**config.mk**
```make
export PLATFORM = sky130hd
export DESIGN_NAME = b_rsp_flat
export DESIGN_NICKNAME = d
export VERILOG_FILES = /design/src/rtl/b_rsp_if.sv /design/src/rtl/b_rsp.sv /design/src/flat_wrapper.sv
export SDC_FILE = /design/constraint.sdc
export NUM_CORES = 1
export LEC_CHECK = 0
export CORE_ASPECT_RATIO = 1.25
export CORE_MARGIN = 5
export CORE_UTILIZATION = 40
export CTS_CLUSTER_DIAMETER = 40
export DETAILED_ROUTE_END_ITERATION = 16
export PLACE_DENSITY = 0.66
export SYNTH_ARGS = -nofsm -noshare
export SYNTH_HDL_FRONTEND = slang
export SYNTH_SLANG_ARGS = --single-unit
export TNS_END_PERCENT = 5
```
**constraint.sdc**
```tcl
create_clock -name clk -period 2.6 [get_ports clk]
set_clock_uncertainty 0.05 [all_clocks]
set_input_delay 0.78 -clock clk [delete_from_list [all_inputs] [get_ports clk]]
set_output_delay 0.78 -clock clk [all_outputs]
set_load 0.005 [all_outputs]
```
**src/rtl/b_rsp_if.sv**
```systemverilog
// Link between block a (sender) and block b (receive-side endpoint b_rsp).
// a drives words with a single-cycle strobe and receives one checksum pulse per accepted word.
interface b_rsp_if #(
    parameter int A_B_0 = 17
);
    // Strobe semantics: a word on a_b_0 is offered in every cycle where
    // a_b_1=1. There is no ready/backpressure, so the receiver takes it or
    // drops it and flags b_ovf. b_a_1 is a one-cycle valid pulse that
    // qualifies b_a_0. b_a_0 holds its value between pulses.
    logic [A_B_0:0] a_b_0;
    logic           a_b_1;
    logic [3:0]     b_a_0;
    logic           b_a_1;
    logic           b_ovf;
    logic           b_ovf_clr;

    modport master (
        output a_b_0, a_b_1, b_ovf_clr,
        input  b_a_0, b_a_1, b_ovf
    );

    modport slave (
        input  a_b_0, a_b_1, b_ovf_clr,
        output b_a_0, b_a_1, b_ovf
    );
endinterface

```
**src/rtl/b_rsp.sv**
```systemverilog
// b_rsp: receive-side endpoint of the a-to-b link.
// The block buffers strobed words in a small FIFO. Each word is then folded to a
// 4-bit nibble checksum, which is returned as a one-cycle pulse. After each pulse
// the block waits a programmable number of idle cycles.
// Optional feature macro: B_PARITY_EN. When this macro is defined, the MSB of
// each word is an even-parity bit. The response then becomes {parity_error, fold[2:0]}.
module b_rsp #(
    parameter int A_B_0      = 17,
    parameter int FIFO_DEPTH = 4,
    parameter int RSP_GAP    = 2
) (
    input  logic       clk,
    input  logic       rst_n,
    b_rsp_if.slave     bus,
    output logic [1:0] dbg_state
);
    localparam int          W        = A_B_0 + 1;
    localparam int          AW       = $clog2(FIFO_DEPTH);
    localparam logic [AW:0] DEPTH_C  = (AW + 1)'(FIFO_DEPTH);
    localparam logic [3:0]  GAP_LOAD = (RSP_GAP > 0) ? 4'(RSP_GAP - 1) : 4'd0;

    typedef enum logic [1:0] {
        IDLE = 2'd0,
        CALC = 2'd1,
        RESP = 2'd2,
        GAP  = 2'd3
    } state_t;

    state_t          state_q, state_d;
    logic [A_B_0:0]  mem [FIFO_DEPTH];
    logic [AW-1:0]   wr_ptr, rd_ptr;
    logic [AW:0]     count;
    logic            push, pop, drop;
    logic [A_B_0:0]  word_q;
    logic [3:0]      gap_q, gap_d;
    logic [3:0]      code_q, code_d;
    logic            valid_q;
    logic            ovf_q;

    // A push is accepted while there is room. It is also accepted when full if
    // the FSM frees a slot in the same cycle. Otherwise the word is dropped.
    assign push = bus.a_b_1 && ((count < DEPTH_C) || pop);
    assign drop = bus.a_b_1 && !push;

    // FIFO storage: the data array needs no reset, because count decides what is valid.
    always_ff @(posedge clk) begin
        if (push) begin
            mem[wr_ptr] <= bus.a_b_0;
        end
    end

    // FIFO pointers and occupancy. Pointers wrap naturally because the depth is a power of 2.
    always_ff @(posedge clk or negedge rst_n) begin
        if (!rst_n) begin
            wr_ptr <= '0;
            rd_ptr <= '0;
            count  <= '0;
        end else begin
            if (push) wr_ptr <= wr_ptr + 1'b1;
            if (pop)  rd_ptr <= rd_ptr + 1'b1;
            case ({push, pop})
                2'b10:   count <= count + 1'b1;
                2'b01:   count <= count - 1'b1;
                default: count <= count;
            endcase
        end
    end

    // FSM next-state logic. The FSM pops in IDLE, and the gap counter holds the cycle for GAP.
    always_comb begin
        state_d = state_q;
        gap_d   = gap_q;
        pop     = 1'b0;
        case (state_q)
            IDLE: begin
                if (count != '0) begin
                    pop     = 1'b1;
                    state_d = CALC;
                end
            end
            CALC: state_d = RESP;
            RESP: begin
                if (RSP_GAP > 0) begin
                    state_d = GAP;
                    gap_d   = GAP_LOAD;
                end else begin
                    state_d = IDLE;
                end
            end
            GAP: begin
                if (gap_q == 4'd0) state_d = IDLE;
                else               gap_d   = gap_q - 4'd1;
            end
            default: state_d = IDLE;
        endcase
    end

    // FSM state, gap counter and the popped word register.
    always_ff @(posedge clk or negedge rst_n) begin
        if (!rst_n) begin
            state_q <= IDLE;
            gap_q   <= 4'd0;
            word_q  <= '0;
        end else begin
            state_q <= state_d;
            gap_q   <= gap_d;
            if (pop) word_q <= mem[rd_ptr];
        end
    end

`ifdef B_PARITY_EN
    localparam int NIBL = (A_B_0 + 3) / 4;
    logic [NIBL*4-1:0] low_ext;
    logic [2:0]        fold_low;

    // Fold only the payload bits. Only the low 3 fold bits are needed, because
    // the top response bit carries the parity error instead.
    always_comb begin
        low_ext            = '0;
        low_ext[A_B_0-1:0] = word_q[A_B_0-1:0];
        fold_low           = 3'd0;
        for (int i = 0; i < NIBL; i++) begin
            fold_low = fold_low ^ low_ext[i*4 +: 3];
        end
        code_d = {^word_q, fold_low};
    end
`else
    localparam int NIB = (W + 3) / 4;
    logic [NIB*4-1:0] word_ext;

    // Zero-extend the word to whole nibbles, then XOR all the nibbles together.
    always_comb begin
        word_ext        = '0;
        word_ext[W-1:0] = word_q;
        code_d          = 4'h0;
        for (int i = 0; i < NIB; i++) begin
            code_d = code_d ^ word_ext[i*4 +: 4];
        end
    end
`endif

    // Response registers. The code is captured when the FSM leaves CALC, and the
    // pulse is high only while the FSM is in RESP.
    always_ff @(posedge clk or negedge rst_n) begin
        if (!rst_n) begin
            code_q  <= 4'h0;
            valid_q <= 1'b0;
        end else begin
            valid_q <= (state_q == CALC);
            if (state_q == CALC) code_q <= code_d;
        end
    end

    // Sticky overflow flag. If a drop and a clear happen in the same cycle, the drop wins.
    always_ff @(posedge clk or negedge rst_n) begin
        if (!rst_n) begin
            ovf_q <= 1'b0;
        end else if (drop) begin
            ovf_q <= 1'b1;
        end else if (bus.b_ovf_clr) begin
            ovf_q <= 1'b0;
        end
    end

    assign bus.b_a_0 = code_q;
    assign bus.b_a_1 = valid_q;
    assign bus.b_ovf = ovf_q;
    assign dbg_state = state_q;
endmodule

```
**src/flat_wrapper.sv**
```systemverilog
// flat-port wrapper written by rule: the top's interface ports become plain ports
module b_rsp_flat 
#(
    parameter int A_B_0      = 17,
    parameter int FIFO_DEPTH = 4,
    parameter int RSP_GAP    = 2
)
  (clk, rst_n, dbg_state, bus_a_b_0, bus_a_b_1, bus_b_ovf_clr, bus_b_a_0, bus_b_a_1, bus_b_ovf);
  b_rsp_if #(.A_B_0(A_B_0)) bus_i ();
  input  logic clk;
  input  logic rst_n;
  output logic [1:0] dbg_state;
  input wire logic [$bits(bus_i.a_b_0)-1:0] bus_a_b_0;
  input wire logic [$bits(bus_i.a_b_1)-1:0] bus_a_b_1;
  input wire logic [$bits(bus_i.b_ovf_clr)-1:0] bus_b_ovf_clr;
  output wire logic [$bits(bus_i.b_a_0)-1:0] bus_b_a_0;
  output wire logic [$bits(bus_i.b_a_1)-1:0] bus_b_a_1;
  output wire logic [$bits(bus_i.b_ovf)-1:0] bus_b_ovf;
  assign bus_i.a_b_0 = bus_a_b_0;
  assign bus_i.a_b_1 = bus_a_b_1;
  assign bus_i.b_ovf_clr = bus_b_ovf_clr;
  assign bus_b_a_0 = bus_i.b_a_0;
  assign bus_b_a_1 = bus_i.b_a_1;
  assign bus_b_ovf = bus_i.b_ovf;
  b_rsp #(.A_B_0(A_B_0), .FIFO_DEPTH(FIFO_DEPTH), .RSP_GAP(RSP_GAP)) u_core (.clk(clk), .rst_n(rst_n), .bus(bus_i), .dbg_state(dbg_state));
endmodule
```
; After elaboration in Yosys (flattened, before gate mapping)
; Memories as Yosys holds them, arrays and structs flattened. A register that Yosys moved wholly into a read port is not among the register bits.
; Cells that the tools add are included.
[word_totals]
ff_bits = 19
mem_bits_rw = 72
inputBits = 22
wordCells = 52
mem_count = 1
[memory_table]
columns = memory, words, word_bits, read_ports, rd_clocked_by_memory_dff, wr, line_no
row1 = u_core.mem, 4, 18, 1, 1, 1, b_rsp.sv:30  ; logic [A_B_0:0] mem [FIFO_DEPTH];
[classes]
add_sub_neg = 5
order_cmp = 1
n_eq_ne = 8
mux = 12
n_bitwise = 4
reduce_logical = 13
[ops]
columns = operator, n
row1 = $xor A4 B4 Y4, 3
row2 = $pmux W2 S4, 1
row3 = $pmux W4 S2, 1
row4 = $eq A2 B2 Y1 const B, 3
row5 = $mux W1, 6
row6 = $pmux W3 S2, 1
row7 = $reduce_bool A2 Y1, 3
row8 = $add A2 B1 Y2 const B, 2
row9 = $eq A2 B1 Y1 const B, 2
row10 = $logic_not A4 Y1, 1
row11 = $mux W2, 2
row12 = $mux W4, 1
row13 = $ne A2 B1 Y1 const B, 2
row14 = $reduce_and A2 Y1, 2
row15 = $sub A4 B1 Y4 const B, 1
row16 = $xor A4 B2 Y4, 1
row17 = $add A3 B1 Y3 const B, 1
row18 = $lt A3 B3 Y1 const B, 1
row19 = $reduce_bool A3 Y1, 1
row20 = $sub A3 B1 Y3 const B, 1
row21 = $logic_and A1 B1 Y1, 2
row22 = $logic_not A1 Y1, 2
row23 = $logic_not A2 Y1, 1
row24 = $ne A2 B2 Y1 const B, 1
row25 = $logic_or A1 B1 Y1, 1

; Longest topological paths before layout
; Gate-level depths: netlist (run 1).
[depth]
word_depth = 8
ltp_mapped = 11
ltp_nobuf = 11

; Worst setup path before layout (run 1)
; Ideal clock, no wire load.
[synth_timing]
path_type = flip-flop to flip-flop
start = register u_core.state_q[0], in the netlist u_core.dbg_state[0]
end = register u_core.count[2]
setup_time_ns = 0.079
arrival_time_ns = 2.126
slack_ns = 0.344
path_stages_with_launch = 12
period_less_slack_ns = 2.256
cell_sequence = dfrtp_1 inv_1 ha_1 o31ai_1 inv_1 clkbuf_1 ha_1 inv_1 fa_1 xor2_1 nor2_1 xor2_1
[synth_via]
elab_chain_len = 6
[synth_rtl]
columns = element, line_no
row1 = from (decl), b_rsp.sv:29  ; state_t state_q, state_d;
row2 = from (signal assigned), b_rsp.sv:105  ; state_q <= state_d;
row3 = $logic_not A2 Y1 (*), b_rsp.sv:74  ; case (state_q)
row4 = $mux W1 (*), b_rsp.sv:74
row5 = named net u_core.pop, b_rsp.sv:33  ; logic push, pop, drop;
row6 = $logic_or A1 B1 Y1, b_rsp.sv:42  ; assign push = bus.a_b_1 && ((count < DEPTH_C) || pop);
row7 = $logic_and A1 B1 Y1, b_rsp.sv:42
row8 = $eq A2 B1 Y1 / $eq A2 B2 Y1 (equally long branches), b_rsp.sv:61  ; case ({push, pop})
row9 = $pmux W3 S2 / $reduce_bool A2 Y1 (equally long branches), --
row10 = to (signal assigned), b_rsp.sv:62  ; 2'b10: count <= count + 1'b1;
row11 = to (signal assigned), b_rsp.sv:63  ; 2'b01: count <= count - 1'b1;
row12 = to (signal assigned), b_rsp.sv:64  ; default: count <= count;
row13 = to (decl), b_rsp.sv:32  ; logic [AW:0] count;
; Mark *: on every way through the listed nets, which the timed path passes. The rest lies on a longest branch.
; A chain may end at the register's enable or synchronous reset.

; Final worst setup path (run 1)
[layout_timing]
start = register u_core.state_q[0], in the netlist u_core.dbg_state[0]
end = register u_core.count[2]
[layout_via]
elab_chain_len = 6
[layout_rtl]
columns = element, line_no
row1 = $logic_not A2 Y1 (*), b_rsp.sv:74
row2 = $mux W1 (*), b_rsp.sv:74
row3 = $logic_or A1 B1 Y1, b_rsp.sv:42
row4 = $logic_and A1 B1 Y1, b_rsp.sv:42
row5 = $eq A2 B1 Y1 / $eq A2 B2 Y1 (equally long branches), b_rsp.sv:61
row6 = $pmux W3 S2 / $reduce_bool A2 Y1 (equally long branches), --
; Every way passes the cells marked *; elsewhere a longest branch is shown, timed or not.

==> results of run 1 <==
synth_stat cells (2+ instances only):
cell	number
ha_1	11
buf_2	2
o21ai_0	2
nand3_1	2
xor2_1	4
nand2b_1	2
mux2i_1	2
edfxtp_1	72
mux4_2	18
dfrtp_1	37
nand2_1	60
mux2_2	4
nor2_1	6
a21oi_1	2
inv_1	13
xnor3_1	2
buf_4	5
xnor2_1	12
nor3_1	2
and3_1	4
cells by family (layout without fill, tap and decap cells):
group / Yosys count / after routing / synth area share, %
flops: 109 / 109 / 70.2
simple gates: 78 / 78 / 7.34
mux: 25 / 25 / 10.9
buf+inv: 21 / 69 / 2.28
xor+xnor: 18 / 18 / 4.21
fa+ha+maj: 12 / 12 / 3.58
compound gates: 9 / 9 / 1.45
power groups by stage:
stage / sequential [mW] / clock [mW] / combinational, mW
2_1_floorplan: 2.59 / 0 / 1.61
3_3_place_gp: 2.62 / 0 / 2.18
3_5_place_dp: 2.65 / 0 / 2.23
4_1_cts: 2.61 / 1.64 / 2.24
5_1_grt: 2.66 / 1.71 / 2.45
6_report: 2.60 / 1.60 / 2.17
layer usage:
metal	vias up	global-route usage, %	part of all wire [%]	wire length, um
met5	-	0	0	0
met4	0	4.80	2.1	145
met3	13	3.18	3.6	251
met2	33	19.6	51	3590
met1	1096	14.1	43	3010
li1	1053	-	-	-
critical path, stage by stage, from the launching register on:
cell and delay (ns):
dfrtp_1 0.41, inv_1 0.08, ha_1 0.26, nand2b_1 0.18, and2_1 0.18, inv_1 0.06, ha_1 0.17, inv_1 0.06
fa_1 0.37, xor2_1 0.15, nor2_1 0.12, xor2_1 0.17
sequential cells by signal, summed over array words and instances, names as in the netlist:
signal            cells
u_core.bus.b_a_1      1
u_core.word_q        18
u_core.wr_ptr         2
u_core.rd_ptr         2
u_core.mem           72
u_core.count          3
u_core.gap_q          4
u_core.bus.b_a_0      4
u_core.dbg_state      2
u_core.bus.b_ovf      1
worst min-delay path by stage:
stage	end	slack, ns
floorplan	u_core.word_q[4]	0.40
global placement	u_core.word_q[4]	0.42
detailed placement	u_core.word_q[5]	0.42
CTS	u_core.word_q[5]	0.44
global route	u_core.word_q[4]	0.47
finish	u_core.word_q[4]	0.44
per-stage QoR:
| step | power (mW) | area (um2) |
|---|---|---|
| floorplan | 4.20 | 4400 |
| global placement | 4.80 | 4910 |
| detailed placement | 4.88 | 4910 |
| CTS | 6.49 | 5270 |
| global route | 6.82 | 5270 |
| finish | 6.37 | 5270 |
final cells by class:
| type | count | area, um2 | share of cell area, % |
|---|---|---|---|
| clock inverters | 7 | 138 | 2.61 |
| inverters | 13 | 48.8 | 0.925 |
| flip-flops and latches | 109 | 3090 | 58.6 |
| multi-input cells | 142 | 1220 | 23.1 |
| well taps | 132 | 165 | 3.13 |
| repair buffers | 40 | 393 | 7.45 |
| clock buffers | 9 | 225 | 4.27 |
==> out/qor.yml, run 1 <==
status:
  status: "completed"
worst_setup_path:
  start_kind: "flip-flop"
  rr_worst_depth: 11
  critPathRequiredTime_ns: 2.81
  cp.arrival_ns: 2.54
  critical_path_class: "flip-flop to flip-flop"
  crit_path_end_kind: "flip-flop"
  r2r_slack_ns: 0.26
  timing.rr.end: "u_core.count[2]"
  r2r_start: "u_core.dbg_state[0]"
  critical_path.max_fanout: 5
  startpoint: "u_core.dbg_state[0]"
  endpoint: "u_core.count[2]"
placed_design:
  gp_congestion: 0.704
  dp_slack_ns: 0.0189
  place_hpwl_um: 4550
  portBuffers: 29
  place_inst: 436
hold_path:
  min_from: "u_core.word_q[4]"
  hold_path_class: "flip-flop to flip-flop"
  whs_path_depth: 2
power_and_ir_drop:
  peakVddDrop_mv: 0.389
  p_sw_mw: 1.85
  cellPowerDensity_nw_per_um2: 1210
  seq_power_share_pct: 40.9
  switching_share_pct: 29.0
  p_leak_nw: 2.07
  clkPwrFrac_pct: 25.1
  power_frac_comb_pct: 34.1
  p_int_mw: 4.53
floorplan:
  core-area_um2: 10700
  start_util_pct: 41.2
  rows: 42
  pin_count: 30
  dieHeight_um: 127
  die_area_um2: 13200
  dieWidth_um: 104
detailed_routing:
  drt_iter0_markers: 74
  wl_per_cell_um: 15.5
  drc: 0
  via_per_inst: 4.86
  vias: 2195
  wl_um: 6990
  antenna_left: 0
  firstDrtPassIters: 4
synth:
  syn-num-nets: 306
  synth_cell_types: 30
  ys_top_cells_by_area: "edfxtp_1 (49%), dfrtp_1 (21%), mux4_2 (9.2%)"
  synth.avg_cell_area_um2: 16.2
  yosys.area.top_type: "edfxtp_1"
  synth_top_area_share_pct: 49.1
  syn_inst: 272
  yosys_most_used_dff: "edfxtp_1"
  syn-cell-area_um2: 4400
  synth_edf_count: 72
  ys_seq_area_share_pct: 70.2
  async_flop_share_pct: 33.9
  ys_warn_count: 0
  synth-seq-cells: 109
global_route:
  grt_max_degree: 38
  grt.overflow.total: 0
  grt_pass1_wl_um: 12000
  grt_antenna_before_repair: 0
  grt.total_usage_pct: 11.6
  grt_pass1_vias: 2384
clocking:
  cts_buffers: 9
  path_clk_slew_ns: 0.07
  cts.path.max_buffers: 2
  post_cts_resized: 0
  cts_tree: "yes"
  cts_hold_buffers: 0
  insertion_delay_ns: 0.34
  cts_max_level: 3
  clkSinkCount: 109
  cts_root_buf: "clkbuf_16"
  cts_setup_buffers: 0
cells_and_area:
  nNetsFinal: 349
  fillers: 877
  syn_to_final_growth_pct: 19.9
  antenna_cells: 0
  final_cell_mix: "edfxtp_1 (72), nand2_1 (60), dfrtp_1 (37), clkdlybuf4s50_1 (28), mux4_2 (18)"
  layout.cells.non_filler: 452
  final_util_pct: 49.4
  drive_above_1_share_pct: 16.3
  layout_commonest_cell: "edfxtp_1"
timing:
  rsz0062_at_grt: "false"
  finalSetupTns_ns: 0
  fin_crit_sh_pct: 89.9
  worst_slew_pin_slew_ns: 0.838
  slew_headroom_pct: 44.1
  setup_viol: 0
  hold-worst-slack_ns: 0.438
  period_minus_slack_ns: 2.34
  drv_slew: 0
  final_hold_viol_count: 0
  fin_ws_ns: 0.263
  max_clock_freq_mhz: 428
job:
  maxCapViolations: 0
Power figures use the tool's default switching activity.
==> inputs of run 2 (changes only) <==
Settings changed: REMOVE_ABC_BUFFERS set to 1.
==> out/qor.yml, run 2 (synthesized netlist as in run 1, its figures left out) <==
status:
  status: "completed"
detailed_routing:
  drt_iter0_markers: 77  # +4.1%
  drc: 0  # unchanged
  vias: 2204  # +0.41%
  wl_um: 7090  # +1.4%
  wl_per_cell_um: 15.7  # +1.4%
  antenna_left: 0  # unchanged
  firstDrtPassIters: 6  # +2
  via_per_inst: 4.88  # +0.41%
global_route:
  busiest_layer: "met2"
  gr-usage-met1_pct: 14.6  # +0.59 points
  grt_antenna_before_repair: 0  # unchanged
  grt_max_degree: 38  # unchanged
  grt.total_usage_pct: 11.4  # -0.18 points
  grt_pass1_wl_um: 11900  # -0.17%
  grt.overflow.total: 0  # unchanged
  grt_pass1_vias: 2329  # -2.3%
  use_met3_pct: 2.47  # -0.71 points
  grtUsageMet2_pct: 18.7  # -0.86 points
cells_and_area:
  layout_commonest_cell: "edfxtp_1"
  largest_reg_flops: 72  # unchanged
  layout.cells.non_filler: 452  # unchanged
  antenna_cells: 0  # unchanged
  syn_to_final_growth_pct: 18.3
  top_register: "u_core.mem"
  final_util_pct: 48.8  # -0.65 points
  drive_above_1_share_pct: 16.3  # unchanged
  nNetsFinal: 349  # unchanged
  final_cell_mix: "edfxtp_1 (72), nand2_1 (60), dfrtp_1 (37), clkdlybuf4s50_1 (28), mux4_2 (18)"
  top_regs: "u_core.mem (72), u_core.word_q (18)"
placed_design:
  gp_congestion: 0.703  # -0.20%
  place_inst: 436  # unchanged
  place_hpwl_um: 4690  # +3.1%
  portBuffers: 29  # unchanged
clocking:
  cts.path.max_buffers: 2  # unchanged
  cts_max_level: 3  # unchanged
  cts_root_buf: "clkbuf_16"
  clkSinkCount: 109  # unchanged
  path_clk_slew_ns: 0.07  # about the same
  cts_buffers: 9  # unchanged
  insertion_delay_ns: 0.34  # about the same
  cts_setup_buffers: 0  # unchanged
  cts_tree: "yes"
  cts_hold_buffers: 0  # unchanged
  post_cts_resized: 0  # unchanged
timing:
  worst_slew_pin_slew_ns: 0.839  # +0.000976 ns
  drv_slew: 0  # unchanged
  final_hold_viol_count: 0  # unchanged
  rsz0062_at_grt: "false"
  slew_headroom_pct: 44.1  # -0.065 points
  fin_crit_sh_pct: 88.1  # -1.8 points
  period_minus_slack_ns: 2.29  # -0.0474 ns
  max_clock_freq_mhz: 437  # +2.1%
  setup_viol: 0  # unchanged
power_and_ir_drop:
  peakVddDrop_mv: 0.440  # +13%
  p_leak_nw: 2.03  # -1.9%
  cellPowerDensity_nw_per_um2: 1150  # -4.5%
worst_setup_path:
  cp.arrival_ns: 2.51  # -0.03 ns
  critical_path.max_fanout: 5  # unchanged
  critPathRequiredTime_ns: 2.82  # about the same
  critical_path_class: "flip-flop to flip-flop"
  start_kind: "flip-flop"
  crit_path_end_kind: "flip-flop"
floorplan:
  dieWidth_um: 104  # unchanged
  dieHeight_um: 127  # unchanged
  start_util_pct: 41.2  # unchanged
  pin_count: 30  # unchanged
  rows: 42  # unchanged
  core-area_um2: 10700  # unchanged
  die_area_um2: 13200  # unchanged
hold_path:
  hold_path_class: "flip-flop to flip-flop"
job:
  maxCapViolations: 0  # unchanged
[run 2: cell count changes in the layout (fill, tap and decap cells not counted), sizes merged]
cell      change
bufinv        -4
clkinvlp      +1
clkinv        +2
clkbuf        +1
[run 2: power by group]
group	internal [mW]	leakage (nW)	switching (mW)
registers	2.37	1.11	0.258
logic	1.14	0.791	1.02
clock network	0.648	0.132	0.581
total	4.15	2.03	1.85
[run 2: per-stage QoR]
| stage | setup TNS [ns] | worst slack (ns) | instance area [um2] | power [mW] | hold WS, ns |
|---|---|---|---|---|---|
| floorplan | -1.95 | -0.736 | 4350 | 4.12 | 0.398 |
| global placement | 0 | 0.0867 | 4940 | 4.80 | 0.414 |
| detailed placement | 0 | 0.0261 | 4940 | 4.87 | 0.428 |
| CTS | 0 | 0.275 | 5200 | 6.09 | 0.444 |
| global route | 0 | 0.126 | 5200 | 6.42 | 0.470 |
| finish | 0 | 0.310 | 5200 | 6.01 | 0.436 |
[run 2: metal layers]
metal	vias to the layer above	wire, um
met2	47	3550
met1	1092	3190
met5	-	0
li1	1056	-
met4	0	126
met3	9	213
[run 2: path summary, 6_finish.rpt]
check	from	end	slack (ns)	depth (start not counted)
max in group asynchronous	rst_n	u_core.word_q[2]	1.48	1
worst min-delay path	u_core.word_q[4]	u_core.word_q[4]	0.44	2
worst min register to register	u_core.word_q[4]	u_core.word_q[4]	0.44	2
worst max-delay path	u_core.dbg_state[0]	u_core.count[2]	0.31	11
worst max register to register	u_core.dbg_state[0]	u_core.count[2]	0.31	11
min in group asynchronous	rst_n	u_core.word_q[12]	0.50	1
[run 2: final cells by class]
class                      instances  area [um2]
fill                             905        5460
sequential                       109        3090
multi-input combinational        142        1220
timing repair buffer              40         418
clock buffer                      10         229
tap                              132         165
inverter                          13        48.8
clock inverter                     6        40.0
[run 2: worst max-delay path, cell delays in order, from the launching register on]
cell,delay (ns)
dfrtp_1,0.41
inv_1,0.08
ha_1,0.25
nand2b_1,0.18
and2_1,0.18
inv_1,0.05
ha_1,0.17
inv_1,0.06
fa_1,0.38
xor2_1,0.15
nor2_1,0.11
xor2_1,0.15
==> inputs of run 3 (changes only) <==
Settings changed: SKIP_LAST_GASP set to 1.
==> results of run 3 <==
Same layout as run 2: the final DEF is identical, and so are final timing and power.
